**config.mk**
```make
export PLATFORM = sky130hd
export DESIGN_NAME = alu_arbiter_flat
export DESIGN_NICKNAME = d
export VERILOG_FILES = /design/src/rtl/alu_pkg.sv /design/src/rtl/alu_arbiter_if.sv /design/src/rtl/alu_arbiter_alu.sv /design/src/rtl/alu_arbiter.sv /design/src/flat_wrapper.sv
export SDC_FILE = /design/constraint.sdc
export NUM_CORES = 1
export LEC_CHECK = 0
export CAP_MARGIN = 20
export CORE_MARGIN = 5
export CORE_UTILIZATION = 39
export DETAILED_ROUTE_END_ITERATION = 12
export GPL_ROUTABILITY_DRIVEN = 1
export REMOVE_ABC_BUFFERS = 1
export SLEW_MARGIN = 10
export SYNTH_ARGS = -nofsm -noshare
export SYNTH_HDL_FRONTEND = slang
export SYNTH_SLANG_ARGS = --single-unit
```
**constraint.sdc**
```tcl
create_clock -name clk -period 9 [get_ports clk]
set_clock_uncertainty 0.05 [all_clocks]
set_input_delay 0.9 -clock clk [delete_from_list [all_inputs] [get_ports clk]]
set_output_delay 0.9 -clock clk [all_outputs]
set_load 0.01 [all_outputs]
```
**src/rtl/alu_pkg.sv**
```systemverilog
// Shared constants, one-hot ALU op bit positions, pipe payload types and helpers
// for the alu_arbiter slice.
package alu_pkg;

  localparam int ALU_W = 32;
  localparam int OP_W  = 12;

  // One-hot ALU control bit positions. Shifts move src1 by src2[4:0];
  // lui places src2[15:0] in the upper half of the result.
  localparam int OP_ADD  = 11;
  localparam int OP_SUB  = 10;
  localparam int OP_SLT  = 9;
  localparam int OP_SLTU = 8;
  localparam int OP_AND  = 7;
  localparam int OP_NOR  = 6;
  localparam int OP_OR   = 5;
  localparam int OP_XOR  = 4;
  localparam int OP_SLL  = 3;
  localparam int OP_SRL  = 2;
  localparam int OP_SRA  = 1;
  localparam int OP_LUI  = 0;

  typedef enum logic {
    REQ0 = 1'b0,
    REQ1 = 1'b1
  } req_id_e;

  // Issue register contents (S1).
  typedef struct packed {
    logic [OP_W-1:0]  op;
    logic [ALU_W-1:0] src1;
    logic [ALU_W-1:0] src2;
    req_id_e          id;
  } issue_t;

  // Result register contents (S2).
  typedef struct packed {
    logic [ALU_W-1:0] data;
    req_id_e          id;
    logic             err;
  } result_t;

  // True when exactly one control bit is set.
  function automatic logic op_is_onehot(input logic [OP_W-1:0] op);
    return (op != '0) && ((op & (op - OP_W'(1))) == '0);
  endfunction

  function automatic req_id_e other_req(input req_id_e id);
    return (id == REQ0) ? REQ1 : REQ0;
  endfunction

endpackage

```
**src/rtl/alu_arbiter_if.sv**
```systemverilog
// Requester, result and statistics signals of alu_arbiter. The master modport is
// the environment (requesters + result consumer); the slave modport is the arbiter.
interface alu_arbiter_if;
  import alu_pkg::*;

  logic             req0_valid;
  logic             req0_ready;
  logic [OP_W-1:0]  req0_op;
  logic [ALU_W-1:0] req0_src1;
  logic [ALU_W-1:0] req0_src2;

  logic             req1_valid;
  logic             req1_ready;
  logic [OP_W-1:0]  req1_op;
  logic [ALU_W-1:0] req1_src1;
  logic [ALU_W-1:0] req1_src2;

  logic             res_valid;
  logic             res_ready;
  logic [ALU_W-1:0] res_data;
  logic             res_id;
  logic             res_err;

  logic [ALU_W-1:0] op_count;

  modport master (
    output req0_valid, req0_op, req0_src1, req0_src2,
    output req1_valid, req1_op, req1_src1, req1_src2,
    output res_ready,
    input  req0_ready, req1_ready,
    input  res_valid, res_data, res_id, res_err, op_count
  );

  modport slave (
    input  req0_valid, req0_op, req0_src1, req0_src2,
    input  req1_valid, req1_op, req1_src1, req1_src2,
    input  res_ready,
    output req0_ready, req1_ready,
    output res_valid, res_data, res_id, res_err, op_count
  );

endinterface

```
**src/rtl/alu_arbiter_alu.sv**
```systemverilog
// Combinational one-hot ALU. Every selected operation's result is OR-ed into the
// output, so a zero control gives 0 and a multi-hot control gives the OR of the selections.
module alu
  import alu_pkg::*;
(
  input  logic [OP_W-1:0]  alu_control,
  input  logic [ALU_W-1:0] alu_src1,
  input  logic [ALU_W-1:0] alu_src2,
  output logic [ALU_W-1:0] alu_result
);

  logic [4:0]       shamt;
  logic [ALU_W-1:0] add_r, sub_r, slt_r, sltu_r;
  logic [ALU_W-1:0] and_r, nor_r, or_r, xor_r;
  logic [ALU_W-1:0] sll_r, srl_r, sra_r, lui_r;

  assign shamt  = alu_src2[4:0];

  assign add_r  = alu_src1 + alu_src2;
  assign sub_r  = alu_src1 - alu_src2;
  assign slt_r  = {{(ALU_W-1){1'b0}}, $signed(alu_src1) < $signed(alu_src2)};
  assign sltu_r = {{(ALU_W-1){1'b0}}, alu_src1 < alu_src2};
  assign and_r  = alu_src1 & alu_src2;
  assign nor_r  = ~(alu_src1 | alu_src2);
  assign or_r   = alu_src1 | alu_src2;
  assign xor_r  = alu_src1 ^ alu_src2;
  assign sll_r  = alu_src1 << shamt;
  assign srl_r  = alu_src1 >> shamt;
  assign sra_r  = $unsigned($signed(alu_src1) >>> shamt);
  assign lui_r  = {alu_src2[15:0], 16'h0000};

  assign alu_result = ({ALU_W{alu_control[OP_ADD]}}  & add_r)
                    | ({ALU_W{alu_control[OP_SUB]}}  & sub_r)
                    | ({ALU_W{alu_control[OP_SLT]}}  & slt_r)
                    | ({ALU_W{alu_control[OP_SLTU]}} & sltu_r)
                    | ({ALU_W{alu_control[OP_AND]}}  & and_r)
                    | ({ALU_W{alu_control[OP_NOR]}}  & nor_r)
                    | ({ALU_W{alu_control[OP_OR]}}   & or_r)
                    | ({ALU_W{alu_control[OP_XOR]}}  & xor_r)
                    | ({ALU_W{alu_control[OP_SLL]}}  & sll_r)
                    | ({ALU_W{alu_control[OP_SRL]}}  & srl_r)
                    | ({ALU_W{alu_control[OP_SRA]}}  & sra_r)
                    | ({ALU_W{alu_control[OP_LUI]}}  & lui_r);

endmodule

```
**src/rtl/alu_arbiter.sv**
```systemverilog
// Two-requester round-robin front end to a shared ALU: S1 issue register, ALU,
// S2 result register, delivered-result counter. Define ALU_ARB_OPCHK_EN to flag non-one-hot ops.
module alu_arbiter
  import alu_pkg::*;
(
  input  logic         clk,
  input  logic         reset,
  alu_arbiter_if.slave bus
);

  logic             s1_valid;
  issue_t           s1_q;
  issue_t           s1_d;
  logic             s2_valid;
  result_t          s2_q;
  result_t          s2_d;
  logic [ALU_W-1:0] alu_result;
  logic [ALU_W-1:0] op_count_q;

  req_id_e          last_grant;
  req_id_e          grant;
  logic             s2_can_load;
  logic             s1_can_load;
  logic             accept;
  logic             res_fire;

  // Pipe control: S2 frees up when empty or draining, S1 when empty or advancing.
  assign s2_can_load = !s2_valid || bus.res_ready;
  assign s1_can_load = (!s1_valid || s2_can_load) && !reset;
  assign res_fire    = s2_valid && bus.res_ready;

  // NOTE: every always_comb output gets a default before any branch, so no path
  // leaves a variable unassigned and no latch is inferred.
  always_comb begin
    grant = other_req(last_grant);
    if (bus.req0_valid && !bus.req1_valid) begin
      grant = REQ0;
    end else if (bus.req1_valid && !bus.req0_valid) begin
      grant = REQ1;
    end
  end

  assign bus.req0_ready = s1_can_load && (grant == REQ0);
  assign bus.req1_ready = s1_can_load && (grant == REQ1);
  assign accept = (bus.req0_valid && bus.req0_ready) ||
                  (bus.req1_valid && bus.req1_ready);

  always_comb begin
    s1_d.op   = bus.req0_op;
    s1_d.src1 = bus.req0_src1;
    s1_d.src2 = bus.req0_src2;
    s1_d.id   = grant;
    if (grant == REQ1) begin
      s1_d.op   = bus.req1_op;
      s1_d.src1 = bus.req1_src1;
      s1_d.src2 = bus.req1_src2;
    end
  end

  // Pointer moves only on an accepted transfer; reset favours requester 0.
  // NOTE: clocked state uses non-blocking assignments so every register samples
  // pre-edge values regardless of block ordering.
  always_ff @(posedge clk) begin
    if (reset) begin
      last_grant <= REQ1;
    end else if (accept) begin
      last_grant <= grant;
    end
  end

  always_ff @(posedge clk) begin
    if (reset) begin
      s1_valid <= 1'b0;
    end else if (s1_can_load) begin
      s1_valid <= accept;
    end
  end

  // NOTE: the S1 payload is not reset; it is only observed behind s1_valid,
  // which is, so resetting the wide datapath would buy nothing.
  always_ff @(posedge clk) begin
    if (accept) begin
      s1_q <= s1_d;
    end
  end

  alu u_alu (
    .alu_control (s1_q.op),
    .alu_src1    (s1_q.src1),
    .alu_src2    (s1_q.src2),
    .alu_result  (alu_result)
  );

  always_comb begin
    s2_d.id = s1_q.id;
`ifdef ALU_ARB_OPCHK_EN
    s2_d.err  = !op_is_onehot(s1_q.op);
    s2_d.data = s2_d.err ? '0 : alu_result;
`else
    s2_d.err  = 1'b0;
    s2_d.data = alu_result;
`endif
  end

  // S2 holds its contents while the consumer stalls, keeping the result stable.
  always_ff @(posedge clk) begin
    if (reset) begin
      s2_valid <= 1'b0;
      s2_q     <= '0;
    end else if (s2_can_load) begin
      s2_valid <= s1_valid;
      if (s1_valid) begin
        s2_q <= s2_d;
      end
    end
  end

  always_ff @(posedge clk) begin
    if (reset) begin
      op_count_q <= '0;
    end else if (res_fire) begin
      op_count_q <= op_count_q + ALU_W'(1);
    end
  end

  assign bus.res_valid = s2_valid;
  assign bus.res_data  = s2_q.data;
  assign bus.res_id    = s2_q.id;
  assign bus.res_err   = s2_q.err;
  assign bus.op_count  = op_count_q;

endmodule

```
**src/flat_wrapper.sv**
```systemverilog
// flat-port wrapper written by rule: the top's interface ports become plain ports
module alu_arbiter_flat import alu_pkg::*;
  (clk, reset, bus_req0_valid, bus_req0_op, bus_req0_src1, bus_req0_src2, bus_req1_valid, bus_req1_op, bus_req1_src1, bus_req1_src2, bus_res_ready, bus_req0_ready, bus_req1_ready, bus_res_valid, bus_res_data, bus_res_id, bus_res_err, bus_op_count);
  alu_arbiter_if bus_i ();
  input  logic clk;
  input  logic reset;
  input wire logic [$bits(bus_i.req0_valid)-1:0] bus_req0_valid;
  input wire logic [$bits(bus_i.req0_op)-1:0] bus_req0_op;
  input wire logic [$bits(bus_i.req0_src1)-1:0] bus_req0_src1;
  input wire logic [$bits(bus_i.req0_src2)-1:0] bus_req0_src2;
  input wire logic [$bits(bus_i.req1_valid)-1:0] bus_req1_valid;
  input wire logic [$bits(bus_i.req1_op)-1:0] bus_req1_op;
  input wire logic [$bits(bus_i.req1_src1)-1:0] bus_req1_src1;
  input wire logic [$bits(bus_i.req1_src2)-1:0] bus_req1_src2;
  input wire logic [$bits(bus_i.res_ready)-1:0] bus_res_ready;
  output wire logic [$bits(bus_i.req0_ready)-1:0] bus_req0_ready;
  output wire logic [$bits(bus_i.req1_ready)-1:0] bus_req1_ready;
  output wire logic [$bits(bus_i.res_valid)-1:0] bus_res_valid;
  output wire logic [$bits(bus_i.res_data)-1:0] bus_res_data;
  output wire logic [$bits(bus_i.res_id)-1:0] bus_res_id;
  output wire logic [$bits(bus_i.res_err)-1:0] bus_res_err;
  output wire logic [$bits(bus_i.op_count)-1:0] bus_op_count;
  assign bus_i.req0_valid = bus_req0_valid;
  assign bus_i.req0_op = bus_req0_op;
  assign bus_i.req0_src1 = bus_req0_src1;
  assign bus_i.req0_src2 = bus_req0_src2;
  assign bus_i.req1_valid = bus_req1_valid;
  assign bus_i.req1_op = bus_req1_op;
  assign bus_i.req1_src1 = bus_req1_src1;
  assign bus_i.req1_src2 = bus_req1_src2;
  assign bus_i.res_ready = bus_res_ready;
  assign bus_req0_ready = bus_i.req0_ready;
  assign bus_req1_ready = bus_i.req1_ready;
  assign bus_res_valid = bus_i.res_valid;
  assign bus_res_data = bus_i.res_data;
  assign bus_res_id = bus_i.res_id;
  assign bus_res_err = bus_i.res_err;
  assign bus_op_count = bus_i.op_count;
  alu_arbiter u_core (.clk(clk), .reset(reset), .bus(bus_i));
endmodule
```
==> key figures <==
Setup path
  • Slowest-stage cell, CP: buf_4
  • Crit path launch type: flip-flop
  • CP cell instances: buf_4, inv_2, ha_1, o21ba_2, nor4_1, o31a_1, o211ai_1, nand2_1, a21boi_1, o21ai_0, mux2i_1, o31a_1
  • CP Data Arrival Time: about 4800 ps
  • Setup CP Type: flip-flop to flip-flop
  • Nature of the critical path endpoint: flip-flop
  • Most frequent CP cell: o31a_1
  • CP max FO: 60
  • CP max stage delay: slightly above 600 ps
  • Critical path required time: 9300 ps

Die
  • Die H: 205 um
  • Chip width: 205 um
  • Ports: 226
  • Die footprint: 41900 sq um
  • Num rows: 71
  • CORE AREA: roughly 38000 sq um
  • Initial Util: 0.393

Layout
  • Fin util: 0.475
  • Nets: 2143
  • Fill count: 3670
  • Share of cells above drive strength 1: 0.119
  • Area growth syn-to-layout: 20.8%
  • N_diodes: 0

CTS
  • Skew-Pair Late Insertion Delay: ~460 ps
  • Sink Count: 145
  • CTS buffer count: 17
  • Clock Tree Root: clkbuf_16
  • Post_cts resized: 0
  • H-tree Lvls: 4
  • # Post-CTS Setup Buffers: 0
  • CTS tree: built
  • CTS Hold Bufs: 0
  • Clk slew on worst S/H paths: 70 ps
  • Longest Clk Path Bufs: 2

Global routing
  • Gr usage total: 0.294
  • Gr ovfl total: 0
  • Initial antenna violation count: 0
  • Vias in the first global route: between 10000 and 15000
  • Largest net degree at the start of global routing: 67
  • Global-route wire length before repair: 93500 um

Detailed routing
  • Met3 routed WL: roughly 5600 um
  • Post-detailed-route via-to-cell ratio: 6.20
  • WL final: 63000 um
  • Routed vias: 14929
  • Initial drt markers: 2056
  • Met2 wire length: 27200 um
  • Avg WL per Cell: 26.2 um
  • WL met1: 27900 um
  • Post-DRT Antenna Nets: 0
  • Drc violations: 0
  • DR top layer: met4
  • DRT Pass-1 Iters: 9

Place
  • DP Wirelength: 48000 um
  • Placer Congestion: approximately 1.1
  • Port Buffers: 224

Power and ir drop
  • Pwr/cell area: 145 nW/um^2
  • Leak: 6.82 nW
  • VDD IR max: 0.131 mV

STA
  • Slew Limit Fails: 0
  • F_max: between 200 and 250 MHz
  • Final Hold Viols: 0
  • Worst-margin pin slew: 1040 ps
  • Setup TNS: 0 ps
  • Slew headroom: 0.306
  • Final min period: 4480 ps
  • RSZ-0062 raised after global routing: no
  • Finish-stage setup viols: 0
  • Crit share post-route: 0.498

Job
  • Max-Cap Viols: 0

Synth
  • Sequential share of the synthesized area: 0.248
  • FF+latch count, synth: 145
  • Avg Cell Area, Syn: 8.47 sq um
  • Ys async rst share: 0
  • Netlist cell types: 95
  • Leading post-synthesis cells by cell area: edfxtp_1 16%, dfxtp_1 9.2%, ha_1 8.5%
  • Synth top area share: 0.156
  • EDFF count, synth: 77
  • Gate Count Post-Synth: 1746
  • Cell taking the most area after synthesis: edfxtp_1
  • Synth warn: 0
  • Post-Synthesis Cell Area: 14800 sq um
  • Synth Flop Type: edfxtp_1

Run status
  • Outcome: finished clean

Hold path
  • Hold Crit Class: flip-flop to flip-flop
-- logic make-up (layout without fill, tap and decap cells) --
| logic type | count (synthesis) | after routing | synth area share |
|---|---|---|---|
| other | 1 | 1 | 0.000254 |
| and+or+nand+nor | 527 | 527 | 0.164 |
| adders and majority gates | 104 | 104 | 0.0889 |
| xor gates and xnor gates | 47 | 47 | 0.0278 |
| AOI/OAI and AO/OA | 483 | 483 | 0.229 |
| buffers and inverters | 239 | 389 | 0.0677 |
| DFF | 145 | 145 | 0.248 |
| muxes | 200 | 200 | 0.173 |
-- synth_stat cells (17+ instances only) --
cell,n
o31ai_1,20
nor2_1,220
ha_1,101
inv_1,98
nor4_1,17
buf_2,35
nor3_1,43
clkbuf_1,71
nand2_1,111
dfxtp_1,68
xor2_1,26
mux2_2,88
a211oi_1,31
a21oi_1,129
edfxtp_1,77
mux2i_1,76
a221oi_1,20
nand3_1,39
mux4_2,36
xnor2_1,21
o21ai_0,63
-- layout make-up --
class	count	area, sq um	area share
sequential	145	3670	0.206
inverter	106	398	0.0223
multi-input combinational	1362	10100	0.567
clock inverter	13	113	0.00630
tap	511	639	0.0358
clock buffer	19	475	0.0266
timing repair buffer	251	2440	0.137
-- worst max-delay path, delay by kind of cell, from the launching register on --
kind	cells	cell delay (ps)
adders and majority gates	1	500
muxes	1	120
buffers and inverters	2	1150
DFF	1	320
and+or+nand+nor	2	790
AOI/OAI and AO/OA	6	1420
-- flip-flops by register name, summed over array words and instances (netlist names) --
name	flops
u_core.bus.op_count	32
u_core.bus.res_data	32
u_core.bus.res_id	1
u_core.bus.res_valid	1
u_core.last_grant	1
u_core.s1_q	77
u_core.s1_valid	1
-- cell usage in the layout, fill, tap and decap left out, drive strengths merged, types with 14 or more instances in the layout --
cell type | synthesis | layout
buf | 62 | 28
a211oi | 33 | 33
clkdlybuf4s50 | 0 | 223
o22ai | 15 | 15
nand2 | 111 | 111
or3 | 14 | 14
a31oi | 15 | 15
clkbuf | 71 | 19
a222oi | 14 | 14
nor2 | 222 | 222
nor4 | 19 | 19
o31ai | 21 | 21
xor2 | 26 | 26
ha | 101 | 101
nand3 | 39 | 39
inv | 105 | 112
mux2i | 76 | 76
mux4 | 36 | 36
nor3 | 45 | 45
a21oi | 131 | 131
dfxtp | 68 | 68
a221oi | 20 | 20
edfxtp | 77 | 77
xnor2 | 21 | 21
a311oi | 14 | 14
mux2 | 88 | 88
o21ai | 75 | 75
-- metal layers --
layer / track usage / up-vias
li1: - / 6772
met1: 0.426 / 7282
met2: 0.438 / 763
met3: 0.0519 / 112
met4: 0.106 / 0
met5: 0 / -
-- power by group --
part	switching [W]	leakage, nW	total (W)	internal, W
clock network	0.000333	0.293	0.000727	0.000394
logic	0.000635	5.23	0.00105	0.000415
registers	0.0000660	1.29	0.000815	0.000749
-- final timing paths --
| check | startpoint | endpoint | slack (ps) | depth (start not counted) |
|---|---|---|---|---|
| hold reg to reg | u_core.bus.res_id | u_core.bus.res_id | 440 | 2 |
| hold / removal | u_core.bus.res_id | u_core.bus.res_id | 440 | 2 |
| setup reg to reg | u_core.s1_q[2] | u_core.bus.res_data[31] | 4520 | 12 |
| setup / recovery | u_core.s1_q[2] | u_core.bus.res_data[31] | 4520 | 12 |
-- stage by stage --
step	setup WS [ps]	area, sq um	hold WS, ps	total power [W]	std cells
2_1_floorplan	3680	14200	421	0.00144	1613
3_3_place_gp	4690	17300	413	0.00185	2375
5_1_grt	4210	17900	463	0.00271	2407
4_1_cts	4630	17900	443	0.00258	2407
3_5_place_dp	4630	17300	430	0.00184	2375
6_report	4520	17900	437	0.00259	2407
(Power assumes the default switching activity.)
